### config.mk
export PLATFORM = sky130hd
export DESIGN_NAME = sram_arbiter
export DESIGN_NICKNAME = d
export VERILOG_FILES = /design/src/rtl/sram_arbiter.sv
export SDC_FILE = /design/constraint.sdc
export NUM_CORES = 1
export LEC_CHECK = 0
export BUFFER_PORTS_ARGS = -buffer_cell sky130_fd_sc_hd__buf_2
export CAP_MARGIN = 20
export CORE_ASPECT_RATIO = 0.75
export CORE_MARGIN = 10
export CORE_UTILIZATION = 36
export DETAILED_ROUTE_END_ITERATION = 10
export PLACE_DENSITY = 0.74
export SETUP_SLACK_MARGIN = 0.1
export SLEW_MARGIN = 0
export SYNTH_ARGS = -nofsm -noshare
export SYNTH_HDL_FRONTEND = slang
export SYNTH_SLANG_ARGS = --single-unit
### constraint.sdc
create_clock -name clk -period 5.4 [get_ports clk]
set_clock_uncertainty 0.1 [all_clocks]
set_input_delay 1.08 -clock clk [delete_from_list [all_inputs] [get_ports clk]]
set_output_delay 1.08 -clock clk [all_outputs]
set_load 0.02 [all_outputs]
### src/rtl/sram_arbiter.sv
// ============================================================================
// Module   : sram_arbiter
// Purpose  : Round-robin arbiter that shares one SRAM port between the SDRAM
//            row-cache writer (SD), the window-buffer writer (WB) and the reader (RD).
// Options  : SRAM_ARB_ADDR_CHECK_EN rejects granted addresses >= MEM_DEPTH.
// Revision : 1.0 - initial release
// ============================================================================
`default_nettype none

module sram_arbiter #(
    parameter int ADDR_W     = 26,
    parameter int DATA_W     = 32,
    parameter int MEM_DEPTH  = 16384,
    parameter int RD_TIMEOUT = 4
) (
    input  logic              clk,
    input  logic              rst,
    input  logic              sd_wr_req,
    input  logic [ADDR_W-1:0] sd_wr_addr,
    output logic              sd_wr_ack,
    input  logic              wb_wr_req,
    input  logic [ADDR_W-1:0] wb_wr_addr,
    output logic              wb_wr_ack,
    input  logic              rd_req,
    input  logic [ADDR_W-1:0] rd_addr,
    output logic              rd_ack,
    output logic [DATA_W-1:0] rd_data,
    output logic              rd_data_valid,
    output logic              sram_enable,
    output logic              sram_mode,
    output logic              sram_addr_calc_mode,
    output logic [ADDR_W-1:0] sram_address,
    input  logic [DATA_W-1:0] sram_out_data,
    input  logic              sram_read_valid,
    output logic              err
);

    typedef enum logic [1:0] {
        S_IDLE      = 2'd0,
        S_WRITE     = 2'd1,
        S_READ      = 2'd2,
        S_READ_WAIT = 2'd3
    } state_t;

    localparam logic [1:0] c_sd = 2'd0;
    localparam logic [1:0] c_wb = 2'd1;
    localparam logic [1:0] c_rd = 2'd2;

    localparam int                  c_tmo_w    = $clog2(RD_TIMEOUT + 1);
    localparam logic [c_tmo_w-1:0]  c_tmo_last = c_tmo_w'(RD_TIMEOUT - 1);
    localparam logic [ADDR_W:0]     c_depth    = (ADDR_W + 1)'(MEM_DEPTH);
`ifdef SRAM_ARB_ADDR_CHECK_EN
    localparam bit c_check_en = 1'b1;
`else
    localparam bit c_check_en = 1'b0;
`endif

    state_t              r_state;
    logic [1:0]          r_rr_ptr;
    logic [1:0]          r_gnt;
    logic                r_reject;
    logic [c_tmo_w-1:0]  r_tmo_cnt;

    logic                w_gnt_valid;
    logic [1:0]          w_gnt;
    logic [ADDR_W-1:0]   w_gnt_addr;
    logic                w_bad;

    // Search starts at the port after the last one served: SD -> WB -> RD -> SD.
    always_comb begin
        w_gnt_valid = 1'b1;
        w_gnt       = c_sd;
        case (r_rr_ptr)
            c_sd: begin
                if (wb_wr_req)      w_gnt = c_wb;
                else if (rd_req)    w_gnt = c_rd;
                else if (sd_wr_req) w_gnt = c_sd;
                else                w_gnt_valid = 1'b0;
            end
            c_wb: begin
                if (rd_req)         w_gnt = c_rd;
                else if (sd_wr_req) w_gnt = c_sd;
                else if (wb_wr_req) w_gnt = c_wb;
                else                w_gnt_valid = 1'b0;
            end
            default: begin
                if (sd_wr_req)      w_gnt = c_sd;
                else if (wb_wr_req) w_gnt = c_wb;
                else if (rd_req)    w_gnt = c_rd;
                else                w_gnt_valid = 1'b0;
            end
        endcase

        case (w_gnt)
            c_sd:    w_gnt_addr = sd_wr_addr;
            c_wb:    w_gnt_addr = wb_wr_addr;
            default: w_gnt_addr = rd_addr;
        endcase

        w_bad = c_check_en && ({1'b0, w_gnt_addr} >= c_depth);
    end

    always_ff @(posedge clk or posedge rst) begin
        if (rst) begin
            r_state             <= S_IDLE;
            r_rr_ptr            <= c_rd;
            r_gnt               <= c_sd;
            r_reject            <= 1'b0;
            r_tmo_cnt           <= '0;
            sd_wr_ack           <= 1'b0;
            wb_wr_ack           <= 1'b0;
            rd_ack              <= 1'b0;
            rd_data             <= '0;
            rd_data_valid       <= 1'b0;
            sram_enable         <= 1'b0;
            sram_mode           <= 1'b0;
            sram_addr_calc_mode <= 1'b0;
            sram_address        <= '0;
            err                 <= 1'b0;
        end else begin
            sd_wr_ack           <= 1'b0;
            wb_wr_ack           <= 1'b0;
            rd_ack              <= 1'b0;
            rd_data_valid       <= 1'b0;
            err                 <= 1'b0;
            sram_enable         <= 1'b0;
            sram_mode           <= 1'b0;
            sram_addr_calc_mode <= 1'b0;

            case (r_state)
                S_IDLE: begin
                    if (w_gnt_valid) begin
                        r_gnt    <= w_gnt;
                        r_reject <= w_bad;
                        err      <= w_bad;
                        if (!w_bad) begin
                            sram_enable  <= 1'b1;
                            sram_address <= w_gnt_addr;
                        end
                        case (w_gnt)
                            c_sd: begin
                                sd_wr_ack           <= 1'b1;
                                sram_addr_calc_mode <= ~w_bad;
                                r_state             <= S_WRITE;
                            end
                            c_wb: begin
                                wb_wr_ack <= 1'b1;
                                r_state   <= S_WRITE;
                            end
                            default: begin
                                rd_ack    <= 1'b1;
                                sram_mode <= ~w_bad;
                                r_state   <= S_READ;
                            end
                        endcase
                    end
                end

                S_WRITE: begin
                    r_rr_ptr <= r_gnt;
                    r_state  <= S_IDLE;
                end

                S_READ: begin
                    r_rr_ptr  <= c_rd;
                    r_tmo_cnt <= '0;
                    // A rejected read never reached the SRAM; answer it with zero now.
                    if (r_reject) begin
                        rd_data       <= '0;
                        rd_data_valid <= 1'b1;
                        r_state       <= S_IDLE;
                    end else begin
                        r_state <= S_READ_WAIT;
                    end
                end

                S_READ_WAIT: begin
                    if (sram_read_valid) begin
                        rd_data       <= sram_out_data;
                        rd_data_valid <= 1'b1;
                        r_state       <= S_IDLE;
                    end else if (r_tmo_cnt == c_tmo_last) begin
                        rd_data       <= '0;
                        rd_data_valid <= 1'b1;
                        err           <= 1'b1;
                        r_state       <= S_IDLE;
                    end else begin
                        r_tmo_cnt <= r_tmo_cnt + c_tmo_w'(1);
                    end
                end

                default: r_state <= S_IDLE;
            endcase
        end
    end

endmodule

`default_nettype wire

; ---- Yosys cells after proc, flatten, opt, wreduce, memory -nomap -nowiden
; Cells that the tools add are included.
[word_totals]
register_bits = 73
inputBits = 116
[classes]
n_reduce_logical = 10
addsub = 1
eq_ne = 10
bitwise_logic = 1
muxes = 46
[op_table]
columns = cell, n
row1 = $mux W32, 3
row2 = $pmux W26 S2, 1
row3 = $mux W1, 27
row4 = $mux W2, 8
row5 = $pmux W2 S2, 2
row6 = $pmux W2 S4, 1
row7 = $eq A2 B1 Y1 const B, 3
row8 = $logic_not A2 Y1, 3
row9 = $mux W3, 2
row10 = $ne A2 B2 Y1 const B, 3
row11 = $pmux W3 S2, 1
row12 = $reduce_and A3 Y1, 2
row13 = $eq A2 B2 Y1 const B, 2
row14 = $reduce_and A2 Y1, 2
row15 = $reduce_bool A2 Y1, 2
row16 = $add A3 B1 Y3 const B, 1
row17 = $eq A3 B2 Y1 const B, 1
row18 = $ne A3 B3 Y1 const B, 1
row19 = $pmux W1 S2, 1
row20 = $reduce_or A2 Y1, 1
row21 = $not A1 Y1, 1

; ---- Logic depth before layout (Yosys ltp)
; Gate-level depths: netlist of run 1.
[depth]
ltp_word = 9
mapped_depth = 7

; ---- Least setup slack after synthesis of run 1
; No wires, ideal clock.
[synth_path]
path_type = input-to-reg
from = input port wb_wr_req
to = register sram_address[7]
t_arrival_ns = 1.834
t_required_ns = 5.173
setup_slack_ns = 3.339
path_buffers = 2
cell_stages = 6
cell_sequence = nor2b_1 a22o_1 buf_4 buf_6 a21oi_2 a21oi_1
[synth_between]
elab_chain_len = 6
[synth_rtl]
columns = element, line_no
row1 = start: declaration, 21  ; input logic wb_wr_req,
row2 = $mux W1, 83  ; else if (wb_wr_req) w_gnt = c_wb;
row3 = $mux W1, 82  ; else if (sd_wr_req) w_gnt = c_sd;
row4 = $mux W2, 81  ; if (rd_req) w_gnt = c_rd;
row5 = $pmux W2 S2, 73  ; case (r_rr_ptr)
row6 = $eq A2 B1 Y1 or $logic_not A2 Y1 (tied branches), 94  ; case (w_gnt)
row7 = $pmux W26 S2, 94
row8 = end signal: assignment, 138  ; sram_address <= w_gnt_addr;
row9 = end: declaration, 32  ; output logic [ADDR_W-1:0] sram_address,
; Parallel ways exist; a longest one is shown, timed or not.
; A chain may end at the register's enable or synchronous reset.

; ---- Worst setup path in the final report of run 1
[layout_path]
from = input port sram_read_valid
to = register rd_data[9]
[layout_between]
elab_chain_len = 2
[layout_rtl]
columns = element, line_no
row1 = start: declaration, 34  ; input logic sram_read_valid,
row2 = $ne A3 B3 Y1 (no source line) or $mux W32 (tied branches), -
row3 = $reduce_and A3 Y1 (no source line) or $mux W32 (tied branches), -
row4 = end signal: assignment, 179  ; rd_data <= sram_out_data;
row5 = end: declaration, 27  ; output logic [DATA_W-1:0] rd_data,
; Parallel ways exist; a longest one is shown, timed or not. The select of a mux whose other input is x is not followed.

==> results of run 1 <==
[logic make-up (layout without fill, tap and decap cells)]
family | count (synthesis) | count (layout) | share of synthesized area
AOI/OAI and AO/OA | 127 | 127 | 0.251
adders and majority gates | 6 | 6 | 0.0222
buffers and inverters | 30 | 208 | 0.0526
DFF | 73 | 73 | 0.541
and+or+nand+nor | 85 | 85 | 0.133
[metrics by stage]
step | power, mW | hold slack (ns) | instances | setup WS (ns)
after floorplan | 1.84 | 0.349 | 321 | 2.37
after global placement | 2.20 | 0.355 | 608 | 2.43
after detailed placement | 2.26 | 0.361 | 609 | 2.35
after CTS | 2.81 | 0.373 | 625 | 2.64
after global routing | 2.99 | 0.395 | 627 | 2.69
final | 2.78 | 0.369 | 627 | 2.90
[layout by cell type, fill, tap and decap left out, types with 2 or more instances in the layout]
master     synthesis  layout
buf_2              7     181
dfrtp_1           72      72
a21oi_1           46      46
nor2_1            34      34
a21o_1            34      34
and3_1            32      32
a22oi_1           26      26
a21oi_2           10      10
clkbuf_16          0       9
ha_1               6       6
nand2_1            5       5
o21ai_0            4       4
inv_1              5       4
clkbuf_1           6       4
clkinv_2           0       3
buf_8              0       3
nand2b_1           2       2
nand3_1            2       2
and2_1             2       2
nor2b_1            2       2
buf_4              7       2
[registers in the layout (all words and copies together) (netlist names)]
signal               cells
r_rr_ptr                 2
wb_wr_ack                1
r_tmo_cnt                3
r_state                  2
err                      1
sram_address            26
sram_mode                1
sram_enable              1
rd_data                 32
r_gnt                    2
sram_addr_calc_mode      1
rd_data_valid            1
[layout make-up]
cell class / instances / area share
multi-input cells: 218 / 0.299
inverters: 6 / 0.00515
clock buffers: 13 / 0.0521
well taps: 128 / 0.0347
flip-flops and latches: 73 / 0.396
repair buffers: 186 / 0.209
clock inverters: 3 / 0.00380
[final timing paths]
| kind | start | endpoint | cells past startpoint | slack (ns) |
|---|---|---|---|---|
| max | sram_read_valid | rd_data[9] | 6 | 2.90 |
| min | rd_data[24] | rd_data[24] | 1 | 0.37 |
| max reg2reg | r_state[1] | rd_data[9] | 4 | 2.90 |
| min reg2reg | rd_data[24] | rd_data[24] | 1 | 0.37 |
| max in group asynchronous | rst | sram_address[17] | 3 | 3.66 |
| min in group asynchronous | rst | rd_data[2] | 3 | 0.92 |
[power by group through the flow]
stage	logic (mW)	clock network, mW	registers, mW
after global routing	1.44	0.566	0.981
after detailed placement	1.31	0	0.948
final	1.31	0.522	0.945
after floorplan	0.626	0	1.22
after CTS	1.32	0.542	0.946
after global placement	1.26	0	0.936
[routing by layer]
| metal | routed length [um] | up-vias | global-route usage |
|---|---|---|---|
| met2 | 5370 | 110 | 0.257 |
| met4 | 43 | 0 | 0.0333 |
| li1 | - | 1492 | - |
| met3 | 740 | 2 | 0.0574 |
| met1 | 4420 | 1505 | 0.182 |
| met5 | 0 | - | 0 |
[worst reg2reg max path: cells and delay by family (launching register included)]
kind                     cells  cell delay [ns]
flip-flops                   1             0.41
AO/OA/AOI/OAI                1             0.20
AND/OR/NAND/NOR              1             0.54
buffers and inverters        1             0.32
adder cells (fa/ha/maj)      1             0.82
==> flow_summary.yaml, run 1 <==
pwr:
  p_clk_frac: 0.188
  switching_share: 0.426
  switchingPower_mw: 1.19
  p_leak_nw: 2.67
  power_density_mw_per_mm2: 603
  power_frac_comb: 0.473
  internal-power_mw: 1.60
  irDropWorstVdd_v: 0.000214
  seq_power_share: 0.340
route:
  ant_nets: 0
  avgViaCountPerCell: 4.96
  drc_errors: 0
  vias: 3109
  routed_wl_um: 10600
  first_iter_violations: 162
  dr.pass1.iters: 4
  wire_per_inst_um: 16.9
sta:
  post-route-min-period_ns: 2.50
  relSlewSlack: 0.357
  rsz0062_at_grt: "no"
  fin_crit_sh: 0.464
  drv_slew: 0
  setup_viol: 0
  worst_pin_slew_ns: 0.964
  fmax_mhz: 399
  finalHoldViolCount: 0
  finalSetupTns_ns: 0
synthesis:
  synth-edff-count: 0
  seq_area_frac_synth: 0.541
  synth.area.top_cells: "dfrtp_1 53%, a21o_1 7.6%, a21oi_1 6.8%"
  syn_inst: 321
  syn_avg_cell_area_um2: 10.5
  yosysWarnings: 0
  synth_most_common_cell: "dfrtp_1"
  synth_ff_type: "dfrtp_1"
  synth-seq-cells: 73
  netlist.top_cell.by_area: "dfrtp_1"
  syn-cell-area_mm2: 0.00338
  synthTopCellsByCount: "72 x dfrtp_1, 46 x a21oi_1, 34 x a21o_1, 34 x nor2_1, 32 x and3_1"
  yosysUniqueCellTypes: 34
  synth_top_area_share: 0.533
  syn_nets: 443
  synthArstFlopShare: 1.00
grt:
  overflow: 0
  grt_pass1_wl_um: 17300
  antenna_found_initial: 0
  grt_pass1_vias: 3348
  grtUsageTotal: 0.153
  grt_max_degree: 74
critical_path:
  crit_arrival_ns: 2.62
  slowest_stage: "buf_2"
  crit_path_end_kind: "register"
  crit_type: "input port to register"
  cp_max_fo: 35
  cp_num_buf_inv: 2
  start_kind: "input port"
  crit_family: "buffers and inverters"
  worstPathRequired_ns: 5.52
  crit_chain: "buf_2 -> nor2_1 -> nand2_1 -> nand2_1 -> buf_8 -> a21o_1"
  slowest_delay_ns: 0.39
  worst_path_most_repeated_cell: "nand2_1"
placement:
  hpwlAfterDp_um: 7990
  port_buffers: 181
  place_congestion: 0.759
  placed_area_mm2: 0.00433
clock_network:
  cts_buffer_depth: 2
  clock-sinks: 73
  insertion_delay_ns: 0.32
  cts_root_buf: "clkbuf_16"
  post_cts_resized: 0
  cts_buffers: 9
  holdBufCountCts: 0
  clk_pin_slew_ns: 0.06
  htreeDepth: 3
  cts_tree: "yes"
  cts_setup_buffers: 0
die:
  die_y_um: 104
  ios: 182
  core_mm2: 0.00908
  row_count: 30
  dieWidth_um: 132
  initial_utilization: 0.372
  die-area_mm2: 0.0137
run_status:
  status: "completed"
final_layout:
  drive_above_1_share: 0.433
  finalNetCount: 616
  final-seq-area_mm2: 0.00183
  final_util: 0.508
  antennaDiodeCount: 0
  multi_input_area_mm2: 0.00138
  syn_to_final_growth_pct: 36.6
  fill_cells: 881
  design_area_mm2: 0.00461
hold_path:
  min_path_type: "register to register"
flow_run:
  cap_violations: 0
No activity file was read; power rests on OpenSTA's default activity.
==> inputs of run 2 (changes only) <==
--- a/config.mk
+++ b/config.mk
@@ -11,7 +11,7 @@
 export CORE_MARGIN = 10
 export CORE_UTILIZATION = 36
 export DETAILED_ROUTE_END_ITERATION = 10
-export PLACE_DENSITY = 0.74
+export PLACE_DENSITY = 0.76
 export SETUP_SLACK_MARGIN = 0.1
 export SLEW_MARGIN = 0
 export SYNTH_ARGS = -nofsm -noshare
==> constraint.sdc (replaced) <==
create_clock -name clk -period 2.15 [get_ports clk]
set_clock_uncertainty 0.1 [all_clocks]
set_input_delay 0.43 -clock clk [delete_from_list [all_inputs] [get_ports clk]]
set_output_delay 0.43 -clock clk [all_outputs]
set_load 0.02 [all_outputs]
==> run 2 against run 1 <==
  * Sequential share of layout area down 1.5 points
  * Register-to-register slack worse by 2.6 ns
  * Final cell count up 0.64%
  * Clock power rose to 3.6 times the previous value
  * Hold slack worse by 0.28 ns
  * Wire length up 1.3%
  * Core utilization up 2.0 points
  * Sequential power rose to 2.5 times the previous value
  * Global-route usage down 0.11 points
  * Non-clock buffer count up 4
  * Total power rose to 2.7 times the previous value
  * Cell area up 3.9%
==> flow_summary.yaml, run 2 (synthesis results as in run 1) <==
sta:
  setup_viol: 0
  fin_crit_sh: 0.874
  rsz0062_at_grt: "no"
  fmax_mhz: 532
  post-route-min-period_ns: 1.88
  worst_pin_slew_ns: 0.531
  drv_slew: 0
  relSlewSlack: 0.646
  finalHoldViolCount: 0
  finalSetupTns_ns: 0
final_layout:
  finalNetCount: 620
  fill_cells: 831
  layout_commonest_cell: "buf_2"
  drive_above_1_share: 0.445
  regMostFlops: "rd_data"
  finalNonFillerCells: 631
  antennaDiodeCount: 0
  final-seq-area_mm2: 0.00183
  largestRegisters: "rd_data x32, sram_address x26, r_tmo_cnt x3"
  multi_input_area_mm2: 0.00138
  syn_to_final_growth_pct: 41.9
  mostFrequentLayoutCells: "181 x buf_2, 72 x dfrtp_1, 46 x a21oi_1, 34 x nor2_1, 34 x a21o_1"
  largest_reg_flops: 32
pwr:
  switching_share: 0.396
  p_clk_frac: 0.248
  p_total_mw: 7.59
  internal-power_mw: 4.59
  p_leak_nw: 2.76
  switchingPower_mw: 3.00
  irDropWorstVdd_v: 0.000572
  seq_power_share: 0.312
  power_density_mw_per_mm2: 1580
  power_frac_comb: 0.441
route:
  wire_per_inst_um: 17.0
  vias: 3165
  first_iter_violations: 226
  avgViaCountPerCell: 5.02
  routed_wl_um: 10700
  dr.pass1.iters: 4
  drc_errors: 0
  ant_nets: 0
hold_path:
  min_path_type: "input port to asynchronous set/reset pin"
critical_path:
  slowest_delay_ns: 0.56
  cp_num_buf_inv: 1
  crit_family: "compound AO/OA/AOI/OAI gates"
  crit_path_end_kind: "register"
  crit_arrival_ns: 2.02
  worst_path_most_repeated_cell: "a21oi_1"
  crit_type: "register to register"
  crit_chain: "nand2b_1 -> a22o_1 -> buf_12 -> a21oi_1 -> a21oi_1"
  start_kind: "register"
  cp_max_fo: 16
  worstPathRequired_ns: 2.29
  slowest_stage: "dfstp_2"
grt:
  grtUsageTotal: 0.152
  antenna_found_initial: 0
  grt_max_degree: 74
  grt_pass1_wl_um: 17200
  grt_pass1_vias: 3401
  overflow: 0
run_status:
  status: "completed"
clock_network:
  cts_buffer_depth: 2
  insertion_delay_ns: 0.33
  cts_tree: "yes"
  cts_buffers: 9
  cts_setup_buffers: 0
  clock-sinks: 73
  cts_root_buf: "clkbuf_16"
  htreeDepth: 3
  post_cts_resized: 0
  clk_pin_slew_ns: 0.06
  holdBufCountCts: 0
die:
  dieWidth_um: 132
  core_mm2: 0.00908
  row_count: 30
  initial_utilization: 0.372
  die_y_um: 104
  ios: 182
  die-area_mm2: 0.0137
placement:
  place_congestion: 0.755
  dp.cells: 615
  port_buffers: 181
  hpwlAfterDp_um: 8000
flow_run:
  cap_violations: 0
## run 2: cell count changes in the layout (fill, tap and decap cells not counted)
| cell | previous run | this run |
|---|---|---|
| buf_12 | 0 | 4 |
| bufinv_16 | 0 | 4 |
| clkbuf_1 | 4 | 0 |
| buf_4 | 2 | 5 |
| buf_8 | 3 | 0 |
| clkbuf_8 | 0 | 2 |
| clkinv_2 | 3 | 1 |
## run 2: worst register-to-register path: stages (launching register included)
cell	delay [ns]
dfstp_2	0.56
nand2b_1	0.15
a22o_1	0.48
buf_12	0.24
a21oi_1	0.09
a21oi_1	0.19
## run 2: layout make-up
| class | instances | share of cell area |
|---|---|---|
| multi-input cells | 218 | 0.288 |
| clock inverters | 5 | 0.0261 |
| repair buffers | 190 | 0.213 |
| flip-flops and latches | 73 | 0.381 |
| clock buffers | 11 | 0.0527 |
| inverters | 6 | 0.00548 |
| well taps | 128 | 0.0334 |
## run 2: final timing paths
path | start | end | slack, ns | depth (start not counted)
worst max-delay path | r_rr_ptr[1] | sram_address[20] | 0.27 | 5
worst min-delay path | rst | rd_data[27] | 0.09 | 3
worst max register to register | r_rr_ptr[1] | sram_address[20] | 0.27 | 5
worst min register to register | rd_data[20] | rd_data[20] | 0.37 | 1
max in group asynchronous | rst | r_rr_ptr[1] | 1.50 | 3
min in group clk | sd_wr_addr[19] | sram_address[19] | 0.28 | 3
## run 2: per-stage QoR
step / hold slack (ns) / setup slack (ns) / util / area (um^2)
after floorplan: 0.349 / 0.569 / - / 3380
after global placement: 0.354 / 0.348 / 0.486 / 4420
after detailed placement: 0.361 / 0.279 / 0.486 / 4420
after CTS: 0.116 / 0.273 / 0.528 / 4790
after global routing: 0.127 / 0.139 / 0.528 / 4790
final: 0.0889 / 0.271 / 0.528 / 4790
## run 2: per-layer routing
layer  global-route usage  part of all wire  vias up  wire length [um]
met2                0.257              0.50      118              5370
met3               0.0478             0.063       21               673
met5                    0                 0        -                 0
met1                0.175              0.41     1528              4410
li1                     -                 -     1498                 -
met4               0.0618             0.024        0               261
## run 2: power by group through the flow
stage	logic (mW)	clock network, mW	registers (mW)
after floorplan	1.57	0	3.05
after global placement	3.32	0	2.34
after detailed placement	3.40	0	2.38
after CTS	3.39	1.93	2.36
after global routing	3.67	1.98	2.45
final	3.35	1.88	2.37
